File: src/rtl/write_buffer_if.sv
// rtl/write_buffer_if.sv - cache-side write, forwarding lookup and memory drain signals of write_buffer
interface write_buffer_if #(
    parameter int DEPTH     = 4,
    parameter int ADDR_SIZE = 15,
    parameter int WORD_SIZE = 32
);
    localparam int CNT_W = $clog2(DEPTH) + 1;

    logic                 wr_req;
    logic [ADDR_SIZE-1:0] wr_address;
    logic [WORD_SIZE-1:0] wr_data;
    logic                 wr_ready;
    logic [ADDR_SIZE-1:0] rd_address;
    logic                 fwd_hit;
    logic [WORD_SIZE-1:0] fwd_data;
    logic                 mem_write;
    logic [ADDR_SIZE-1:0] mem_address;
    logic [WORD_SIZE-1:0] mem_data;
    logic                 mem_ack;
    logic [CNT_W-1:0]     count;
    logic                 empty;

    modport slave (
        input  wr_req, wr_address, wr_data, rd_address, mem_ack,
        output wr_ready, fwd_hit, fwd_data, mem_write, mem_address, mem_data, count, empty
    );

    modport master (
        output wr_req, wr_address, wr_data, rd_address, mem_ack,
        input  wr_ready, fwd_hit, fwd_data, mem_write, mem_address, mem_data, count, empty
    );
endinterface

File: src/rtl/write_buffer.sv
// rtl/write_buffer.sv - circular write buffer draining to memory with read-miss forwarding
// Optional feature: define WRITE_COALESCE_EN to merge writes into matching non-draining entries.
module write_buffer #(
    parameter int DEPTH     = 4,
    parameter int ADDR_SIZE = 15,
    parameter int WORD_SIZE = 32
) (
    input  logic           clk,
    input  logic           rst,
    write_buffer_if.slave  bus
);
    localparam int PTR_W = $clog2(DEPTH);
    localparam int CNT_W = PTR_W + 1;

    typedef enum logic {IDLE, WRITE} state_t;

    state_t               state_q;
    logic [ADDR_SIZE-1:0] entry_addr_q [DEPTH];
    logic [WORD_SIZE-1:0] entry_data_q [DEPTH];
    logic [PTR_W-1:0]     wr_ptr_q, wr_ptr_d;
    logic [PTR_W-1:0]     rd_ptr_q, rd_ptr_d;
    logic [CNT_W-1:0]     count_q, count_d;
    logic                 mem_write_q;
    logic [ADDR_SIZE-1:0] mem_address_q, head_addr_d;
    logic [WORD_SIZE-1:0] mem_data_q, head_data_d;

    logic                 merge_hit;
    logic [PTR_W-1:0]     merge_idx;
    logic                 wr_ready;
    logic                 accept, push, pop;
    logic [PTR_W-1:0]     ram_idx;
    logic                 fwd_hit;
    logic [WORD_SIZE-1:0] fwd_data;

    // Age-ordered scan (oldest first) so the last match is the newest entry.
    always_comb begin
        logic [PTR_W-1:0] idx;
        fwd_hit  = 1'b0;
        fwd_data = '0;
        idx      = '0;
        for (int k = 0; k < DEPTH; k++) begin
            idx = rd_ptr_q + PTR_W'(k);
            if ((CNT_W'(k) < count_q) && (entry_addr_q[idx] == bus.rd_address)) begin
                fwd_hit  = 1'b1;
                fwd_data = entry_data_q[idx];
            end
        end
    end

`ifdef WRITE_COALESCE_EN
    // The head is excluded while it is on the memory bus so its data stays stable.
    always_comb begin
        logic [PTR_W-1:0] idx;
        merge_hit = 1'b0;
        merge_idx = '0;
        idx       = '0;
        for (int k = 0; k < DEPTH; k++) begin
            idx = rd_ptr_q + PTR_W'(k);
            if ((CNT_W'(k) < count_q) && (entry_addr_q[idx] == bus.wr_address)
                && !((state_q == WRITE) && (k == 0))) begin
                merge_hit = 1'b1;
                merge_idx = idx;
            end
        end
    end
`else
    assign merge_hit = 1'b0;
    assign merge_idx = '0;
`endif

    assign wr_ready = (count_q < CNT_W'(DEPTH)) || merge_hit;
    assign accept   = bus.wr_req && wr_ready;
    assign push     = accept && !merge_hit;
    assign pop      = mem_write_q && bus.mem_ack;
    assign ram_idx  = merge_hit ? merge_idx : wr_ptr_q;

    assign wr_ptr_d = wr_ptr_q + PTR_W'(push);
    assign rd_ptr_d = rd_ptr_q + PTR_W'(pop);
    assign count_d  = count_q + CNT_W'(push) - CNT_W'(pop);

    // Head entry as it will look after this edge, bypassing a same-cycle RAM write.
    always_comb begin
        head_addr_d = entry_addr_q[rd_ptr_d];
        head_data_d = entry_data_q[rd_ptr_d];
        if (accept && (ram_idx == rd_ptr_d)) begin
            head_addr_d = bus.wr_address;
            head_data_d = bus.wr_data;
        end
    end

    always_ff @(posedge clk) begin
        if (accept) begin
            entry_addr_q[ram_idx] <= bus.wr_address;
            entry_data_q[ram_idx] <= bus.wr_data;
        end
    end

    always_ff @(posedge clk or negedge rst) begin
        if (!rst) begin
            state_q       <= IDLE;
            wr_ptr_q      <= '0;
            rd_ptr_q      <= '0;
            count_q       <= '0;
            mem_write_q   <= 1'b0;
            mem_address_q <= '0;
            mem_data_q    <= '0;
        end else begin
            wr_ptr_q <= wr_ptr_d;
            rd_ptr_q <= rd_ptr_d;
            count_q  <= count_d;
            case (state_q)
                IDLE: begin
                    if (count_d != '0) begin
                        state_q       <= WRITE;
                        mem_write_q   <= 1'b1;
                        mem_address_q <= head_addr_d;
                        mem_data_q    <= head_data_d;
                    end
                end
                WRITE: begin
                    if (pop) begin
                        if (count_d != '0) begin
                            mem_address_q <= head_addr_d;
                            mem_data_q    <= head_data_d;
                        end else begin
                            state_q       <= IDLE;
                            mem_write_q   <= 1'b0;
                            mem_address_q <= '0;
                            mem_data_q    <= '0;
                        end
                    end
                end
            endcase
        end
    end

    assign bus.wr_ready    = wr_ready;
    assign bus.fwd_hit     = fwd_hit;
    assign bus.fwd_data    = fwd_data;
    assign bus.mem_write   = mem_write_q;
    assign bus.mem_address = mem_address_q;
    assign bus.mem_data    = mem_data_q;
    assign bus.count       = count_q;
    assign bus.empty       = (count_q == '0);
endmodule

File: src/flat_wrapper.sv
// flat-port wrapper written by rule: the top's interface ports become plain ports
module write_buffer_flat 
#(
    parameter int DEPTH     = 4,
    parameter int ADDR_SIZE = 15,
    parameter int WORD_SIZE = 32
)
  (clk, rst, bus_wr_req, bus_wr_address, bus_wr_data, bus_rd_address, bus_mem_ack, bus_wr_ready, bus_fwd_hit, bus_fwd_data, bus_mem_write, bus_mem_address, bus_mem_data, bus_count, bus_empty);
  write_buffer_if #(.DEPTH(DEPTH), .ADDR_SIZE(ADDR_SIZE), .WORD_SIZE(WORD_SIZE)) bus_i ();
  input  logic clk;
  input  logic rst;
  input wire logic [$bits(bus_i.wr_req)-1:0] bus_wr_req;
  input wire logic [$bits(bus_i.wr_address)-1:0] bus_wr_address;
  input wire logic [$bits(bus_i.wr_data)-1:0] bus_wr_data;
  input wire logic [$bits(bus_i.rd_address)-1:0] bus_rd_address;
  input wire logic [$bits(bus_i.mem_ack)-1:0] bus_mem_ack;
  output wire logic [$bits(bus_i.wr_ready)-1:0] bus_wr_ready;
  output wire logic [$bits(bus_i.fwd_hit)-1:0] bus_fwd_hit;
  output wire logic [$bits(bus_i.fwd_data)-1:0] bus_fwd_data;
  output wire logic [$bits(bus_i.mem_write)-1:0] bus_mem_write;
  output wire logic [$bits(bus_i.mem_address)-1:0] bus_mem_address;
  output wire logic [$bits(bus_i.mem_data)-1:0] bus_mem_data;
  output wire logic [$bits(bus_i.count)-1:0] bus_count;
  output wire logic [$bits(bus_i.empty)-1:0] bus_empty;
  assign bus_i.wr_req = bus_wr_req;
  assign bus_i.wr_address = bus_wr_address;
  assign bus_i.wr_data = bus_wr_data;
  assign bus_i.rd_address = bus_rd_address;
  assign bus_i.mem_ack = bus_mem_ack;
  assign bus_wr_ready = bus_i.wr_ready;
  assign bus_fwd_hit = bus_i.fwd_hit;
  assign bus_fwd_data = bus_i.fwd_data;
  assign bus_mem_write = bus_i.mem_write;
  assign bus_mem_address = bus_i.mem_address;
  assign bus_mem_data = bus_i.mem_data;
  assign bus_count = bus_i.count;
  assign bus_empty = bus_i.empty;
  write_buffer #(.DEPTH(DEPTH), .ADDR_SIZE(ADDR_SIZE), .WORD_SIZE(WORD_SIZE)) u_core (.clk(clk), .rst(rst), .bus(bus_i));
endmodule
File: config.mk
export PLATFORM = sky130hd
export DESIGN_NAME = write_buffer_flat
export DESIGN_NICKNAME = d
export VERILOG_FILES = /design/src/rtl/write_buffer_if.sv /design/src/rtl/write_buffer.sv /design/src/flat_wrapper.sv
export SDC_FILE = /design/constraint.sdc
export NUM_CORES = 1
export LEC_CHECK = 0
export ABC_AREA = 1
export BUFFER_PORTS_ARGS = -buffer_cell sky130_fd_sc_hd__buf_2
export CORE_AREA = 5 5 213 215
export DETAILED_ROUTE_END_ITERATION = 7
export DIE_AREA = 0 0 218 220
export GPL_ROUTABILITY_DRIVEN = 0
export PLACE_DENSITY = 0.67
export SYNTH_ARGS = -nofsm -noshare
export SYNTH_HDL_FRONTEND = slang
export SYNTH_SLANG_ARGS = --single-unit
File: constraint.sdc
create_clock -name clk -period 4.96 [get_ports clk]
set_clock_uncertainty 0.05 [all_clocks]
set_input_delay 1.488 -clock clk [delete_from_list [all_inputs] [get_ports clk]]
set_output_delay 1.488 -clock clk [all_outputs]
set_load 0.005 [all_outputs]
==> results of run 1 <==
-- metrics by stage --
stage | utilization | instance area [µm²]
after floorplan | - | 17010
after global placement | 0.4175 | 18180
after detailed placement | 0.4175 | 18180
after CTS | 0.4380 | 19070
after global routing | 0.4409 | 19200
final | 0.4409 | 19200
-- flip-flops by register name (all words and copies together), names as in the netlist, 2 cells and up --
name                    count
u_core.bus.mem_data        32
u_core.entry_data_q       128
u_core.ram_idx              2
u_core.bus.count            3
u_core.entry_addr_q        60
u_core.rd_ptr_q             2
u_core.bus.mem_address     15
-- layout make-up --
cell class / instances / share of cell area
clock buffer: 27 / 0.03297
clock inverter: 15 / 0.01369
inverter: 240 / 0.04705
multi-input combinational: 1829 / 0.4306
sequential: 244 / 0.3674
tap: 592 / 0.03858
timing repair buffer: 207 / 0.06973
-- per-layer routing --
layer / vias to the layer above / track usage / share of wire / routed length, µm
met5: - / 0 / 0.00036 / 21
met1: 7668 / 0.3675 / 0.46 / 26960
li1: 8230 / - / - / -
met3: 68 / 0.07350 / 0.13 / 7619
met4: 4 / 0.04312 / 0.014 / 831
met2: 899 / 0.3153 / 0.39 / 22840
-- worst max-delay path, stage by stage (launching register included) --
cell and delay [ns]:
dfrtp_4 0.55, buf_16 0.25, o21ai_0 0.37, nand2_1 0.13, a21oi_1 0.27, nor2_1 0.08
nand2_1 0.13, nor2_4 0.07, nand2_2 0.10, buf_12 0.20, nand2_1 0.07, nand2_1 0.11
nand2_1 0.07, nand2_1 0.06, nand2_1 0.05, nand2_1 0.06, buf_2 0.11
-- cells by family (layout without fill, tap and decap cells) --
| group | Yosys count | after routing | synth area share |
|---|---|---|---|
| DFF | 244 | 244 | 0.4143 |
| AOI/OAI and AO/OA | 560 | 560 | 0.1786 |
| and+or+nand+nor | 1252 | 1252 | 0.2923 |
| xor gates and xnor gates | 10 | 10 | 0.005150 |
| adders and majority gates | 7 | 7 | 0.005591 |
| buffers and inverters | 409 | 489 | 0.1041 |
-- how the worst min path moves through the flow --
stage	cells after the start	from	slack (ns)	endpoint
after floorplan	1	u_core.state_q	0.42	u_core.bus.mem_write
final	2	u_core.bus.mem_address[14]	0.46	u_core.bus.mem_address[14]
after global routing	2	u_core.bus.mem_address[6]	0.50	u_core.bus.mem_address[6]
after global placement	2	u_core.bus.mem_address[9]	0.44	u_core.bus.mem_address[9]
after detailed placement	2	u_core.bus.mem_address[14]	0.44	u_core.bus.mem_address[14]
after CTS	2	u_core.bus.mem_address[14]	0.46	u_core.bus.mem_address[14]
-- Yosys cell counts (2+ instances only) --
cell,count
inv_1,235
buf_2,32
clkbuf_1,92
nand2_2,4
nor2_1,70
nor2_4,3
or2_2,4
clkinv_1,2
o21ai_0,404
nand4_1,4
xnor2_1,2
buf_4,10
dfrtp_1,56
o311ai_0,10
o211ai_1,69
edfxtp_1,188
buf_6,21
ha_1,6
nor3_1,6
nand3_1,156
a21oi_1,49
nand2_1,1001
inv_2,3
o21ai_1,20
a31o_2,5
xor2_1,8
buf_1,14
-- repair_timing --
item,in CTS,in global routing
endpoints found under the setup margin,0,33
buffers inserted,0,6
hold endpoints to repair,0,0
resized for setup,0,19
-- power by group --
group          switching, W  internal [W]
combinational     0.0000841     0.0000349
clock              0.000794       0.00128
sequential                0       0.00220
total              0.000878       0.00352
==> results.md, run 1 <==
- Status: finished clean
- Setup CP Type: reg -> out
- Power Total: around 0.0044 W
- Setup_tns: 0 ns
- Root buffer cell: clkbuf_16
- First-pass GRT wire length: between 80 and 90 mm
- Crit path DAT: about 3.3 ns
- Antenna Violating Nets Remaining: 0
- DR vias/cell: about 5.3
- Reg2reg path depth: 13
- Starting Density: 0.3906
- FF-to-FF End: u_core.bus.mem_data[28]
- Top cells by area, synth: edfxtp_1 (33%), nand2_1 (22%), o21ai_0 (12%)
- Layout cells sized above 1: 0.1085
- Synth async-reset ratio: 0.2295
- GRT Resource Usage Total: 0.2342
- Hold Buf Count CTS: 0
- Hold crit path type: reg -> reg
- Starting DRT DRC Count: about 2200
- CTS tree: yes
- Non-filler cells, final: 3154
- Htree depth: 1
- Post-route clock period utilization: 0.9731
- Diode count: 0
- Commonest non-fill, non-tap cell in the layout: nand2_1
- Vias in the first global route: between 10000 and 15000
- Port Buffers: 151
- Placement row count: 77
- CTS Sinks: ~240
- Max cap viols: 0
- Worst endpoint required time: between 3 and 4 ns
- Chip height: around 220 µm
- Mapped Area: around 17000 µm²
- YS warnings: 0
- Mapped Cells: between 2000 and 2500
- DRC errors left: 0
- Sequential area share after synthesis: 0.4143
- Leading area contributor after synthesis: edfxtp_1
- Synth Register Bits: 244
- EDFF count, synth: 188
- Area of the core: between 40000 and 50000 µm²
- Placed Cells: a little over 3000
- Highest Clock Rate: 207.2 MHz
- Die area: between 40000 and 50000 µm²
- Syn Nets: roughly 2600
- Fin Hold WS: between 0.4 and 0.5 ns
- Area Growth Syn to Fin: 12.88%
- Worst-Margin Slew: roughly 1.2 ns
- Hold Fails Final Rpt: 0
- Relative slew margins: 0.2313
- Unrepaired setup endpoints after global routing: true
- Post-DP HPWL: around 42 mm
- Initial antenna violation count: 2
- Synth unique cells: 35
- Setup crit end: bus_fwd_data[21]
- Final setup viols: 0
- Reg-to-Reg Start: u_core.bus.count[2]
- Dpl ws: 0.2339 ns
- Syn avg cell area: 6.853 µm²
- Crit. End Element: output port
- Die Wd: 218 µm
- Clock latency on the worst-skew pair: roughly 0.53 ns
- Number of fill cells: 4368
- Main synth FF type: edfxtp_1
- CTS clock-pin slew for the worst setup and hold paths: approximately 0.070 ns
- Vias: between 15000 and 20000
- Reg area: around 7100 µm²
- CTS Buf Count: 23
- Multi-input logic area: roughly 8300 µm²
- Internal reg-to-reg setup slack: approximately 1.7 ns
- Most frequent cells in the layout: nand2_1 (999), o21ai_0 (400), inv_1 (235), edfxtp_1 (188), nand3_1 (156)
- Clock tree buffer depth: 3
- Leak: 8.831 nW
- Nets: 2618
- WL/cell: ~18 µm
- I/O pin total: around 150
- Pre-antenna DRT Iters: 6
- Worst setup SP type: flip-flop
- Cell Pwr Density: between 200 and 250 nW/µm²
- DRT Wirelength: around 58 mm
- Final slew viol count: 0
- CP startpoint: u_core.rd_ptr_q[0]
- Final worst slack: between 0.1 and 0.15 ns
- Largest net degree at the start of global routing: 114
- VDD IR-drop max: around 0.18 mV
- Grt ovf: 0
- Crit Path Max Fanout: roughly 110
- Share of the synthesized area in the top cell type: 0.3319
- Min cycle time layout: roughly 4.8 ns
Note: power is estimated with default switching activity, not from simulation.
==> run 2, diff against run 1 <==
--- a/config.mk
+++ b/config.mk
@@ -12,6 +12,8 @@
 export DIE_AREA = 0 0 218 220
 export GPL_ROUTABILITY_DRIVEN = 0
 export PLACE_DENSITY = 0.67
+export RECOVER_POWER = 50
+export SLEW_MARGIN = 5
 export SYNTH_ARGS = -nofsm -noshare
 export SYNTH_HDL_FRONTEND = slang
 export SYNTH_SLANG_ARGS = --single-unit
==> run 2 against run 1 <==
The flow now finishes with violations (max-capacitance violations, max-slew violations). Combinational power shrank 4%. Non-clock buffer count is the same. Die area is the same. Worst hold slack lost 0.00090 ns. Global-route usage is the same. Flip-flop and latch count is the same. Largest power group unchanged.
==> results.md, run 2 (same netlist as run 1, synthesis figures left out) <==
- CP peak stage delay: 0.55 ns
- Area Growth Syn to Fin: 12.37%
- Stages on the worst setup path: 16
- DRT Wirelength: ~58 mm
- GRT Resource Usage Total: 0.2342
- Hold crit path type: reg -> reg
- Reg area: roughly 7100 µm²
- Most flops, register: u_core.entry_data_q
- Diode count: 0
- WL/cell: approximately 19 µm
- Buf/Inv on CP: 3
- Area of the core: ~44000 µm²
- DR vias/cell: approximately 5.4
- Crit. End Element: output port
- First-pass GRT wire length: about 88 mm
- Starting DRT DRC Count: approximately 2200
- Grt ovf: 0
- Antenna Violating Nets Remaining: 0
- Multi-input logic area: 8252 µm²
- Unrepaired setup endpoints after global routing: true
- CP dominant cell by count: nand2_1
- Worst endpoint required time: between 3 and 4 ns
- Post-DP HPWL: between 40 and 50 mm
- Die area: ~48000 µm²
- Number of fill cells: 4388
- Final setup viols: 0
- Post-route clock period utilization: 0.9713
- Root buffer cell: clkbuf_16
- Failing checks: max-capacitance violations, max-slew violations
- CTS Buf Count: 23
- Cell Pwr Density: roughly 230 nW/µm²
- Non-filler cells, final: around 3200
- Placement row count: 77
- Commonest non-fill, non-tap cell in the layout: nand2_1
- Largest net degree at the start of global routing: roughly 110
- Setup_tns: 0 ns
- Dpl ws: between 0.2 and 0.25 ns
- Vias: 16906
- Status: finished with violations
- Worst path top cell family by delay: simple AND/OR/NAND/NOR gates
- Crit path DAT: around 3.3 ns
- Highest Clock Rate: 207.6 MHz
- Reg2reg path depth: 8
- CP Cell Sequence: buf_16 -> o21ai_0 -> nand2_1 -> a21oi_1 -> nor2_1 -> nand2_1 -> nor2_4 -> nand2_2 -> buf_12 -> nand2_1 -> nand2_1 -> nand2_1 -> nand2_1 -> nand2_1 -> nand2_1 -> buf_2
- Fin Hold WS: around 0.46 ns
- Placed Cells: roughly 3100
- Worst-Margin Slew: 2.222 ns
- Htree depth: 1
- Clock latency on the worst-skew pair: approximately 0.54 ns
- Leak: around 8.7 nW
- Worst Hold Depth: 2
- Starting Density: 0.3906
- Worst setup SP type: flip-flop
- Port Buffers: roughly 150
- CTS Sinks: ~240
- Power Total: around 0.0044 W
- Vias in the first global route: between 10000 and 15000
- Final slew viol count: 180
- Die Wd: ~220 µm
- Clock tree buffer depth: 3
- I/O pin total: around 150
- Initial antenna violation count: 1
- Min cycle time layout: between 4 and 5 ns
- Max reg flops: between 100 and 150
- DRC errors left: 0
- Most frequent cells in the layout: nand2_1 (999), o21ai_0 (400), inv_1 (235), edfxtp_1 (188), nand3_1 (156)
- Max cap viols: 4
- Crit Path Max Fanout: 113
- CTS tree: yes
- Nets: approximately 2600
- Pre-antenna DRT Iters: 6
- CTS clock-pin slew for the worst setup and hold paths: 0.07 ns
- Chip height: around 220 µm
- Crit-path slowest cell: dfrtp_4
- Setup CP Type: reg -> out
- Layout cells sized above 1: 0.08821
- Hold Fails Final Rpt: 0
- VDD IR-drop max: 0.1771 mV
- Final worst slack: between 0.1 and 0.15 ns
- Hold Buf Count CTS: 0
- Relative slew margins: -0.4811
## run 2: cell count changes in the layout (fill, tap and decap cells not counted)
| cell | before | now |
|---|---|---|
| buf_2 | 151 | 103 |
| buf_4 | 39 | 35 |
| clkbuf_1 | 2 | 51 |
| clkbuf_2 | 0 | 3 |
| nor3_1 | 2 | 5 |
| nor3_2 | 4 | 1 |
## run 2: path summary, 6_finish.rpt
kind,startpoint,end,slack [ns]
max reg2reg,u_core.rd_ptr_q[0],u_core.bus.mem_address[0],1.67
max,u_core.rd_ptr_q[0],bus_fwd_data[24],0.14
min,u_core.bus.mem_address[14],u_core.bus.mem_address[14],0.46
min reg2reg,u_core.bus.mem_address[14],u_core.bus.mem_address[14],0.46
max in group asynchronous,rst,u_core.bus.mem_data[10],1.28
min in group asynchronous,rst,u_core.bus.mem_address[0],1.54
## run 2: power breakdown
part,total [W],switching [W],internal [W]
sequential,0.00220,0,0.00220
clock,0.00208,0.000801,0.00128
combinational,0.000114,0.0000847,0.0000289
total,0.00440,0.000885,0.00352
## run 2: per-stage QoR
step | cell area [µm²] | util
2_1_floorplan | 17010 | -
3_3_place_gp | 18180 | 0.4175
3_5_place_dp | 18180 | 0.4175
4_1_cts | 19070 | 0.4380
5_1_grt | 19110 | 0.4389
6_report | 19110 | 0.4389
## run 2: timing repair
item / 4_1_cts / 5_1_grt
setup endpoints to repair: 0 / 33
gates resized for setup: 0 / 19
setup buffers: 0 / 6
## run 2: area by class of cell
type	count	share of cell area
multi-input combinational	1829	0.4317
sequential	244	0.3691
timing repair buffer	207	0.06631
inverter	240	0.04726
tap	592	0.03875
clock buffer	27	0.03312
clock inverter	15	0.01375
## run 2: worst min-delay path, delay by kind of cell, from the launching register on
family           cells  cell delay (ns)
flip-flops           1             0.34
AND/OR/NAND/NOR      2             0.13
## run 2: layer usage
layer  track usage  part of all wire
met3       0.07350              0.13
met1        0.3675              0.46
met4       0.04312             0.014
met2        0.3153              0.39
met5             0           0.00022
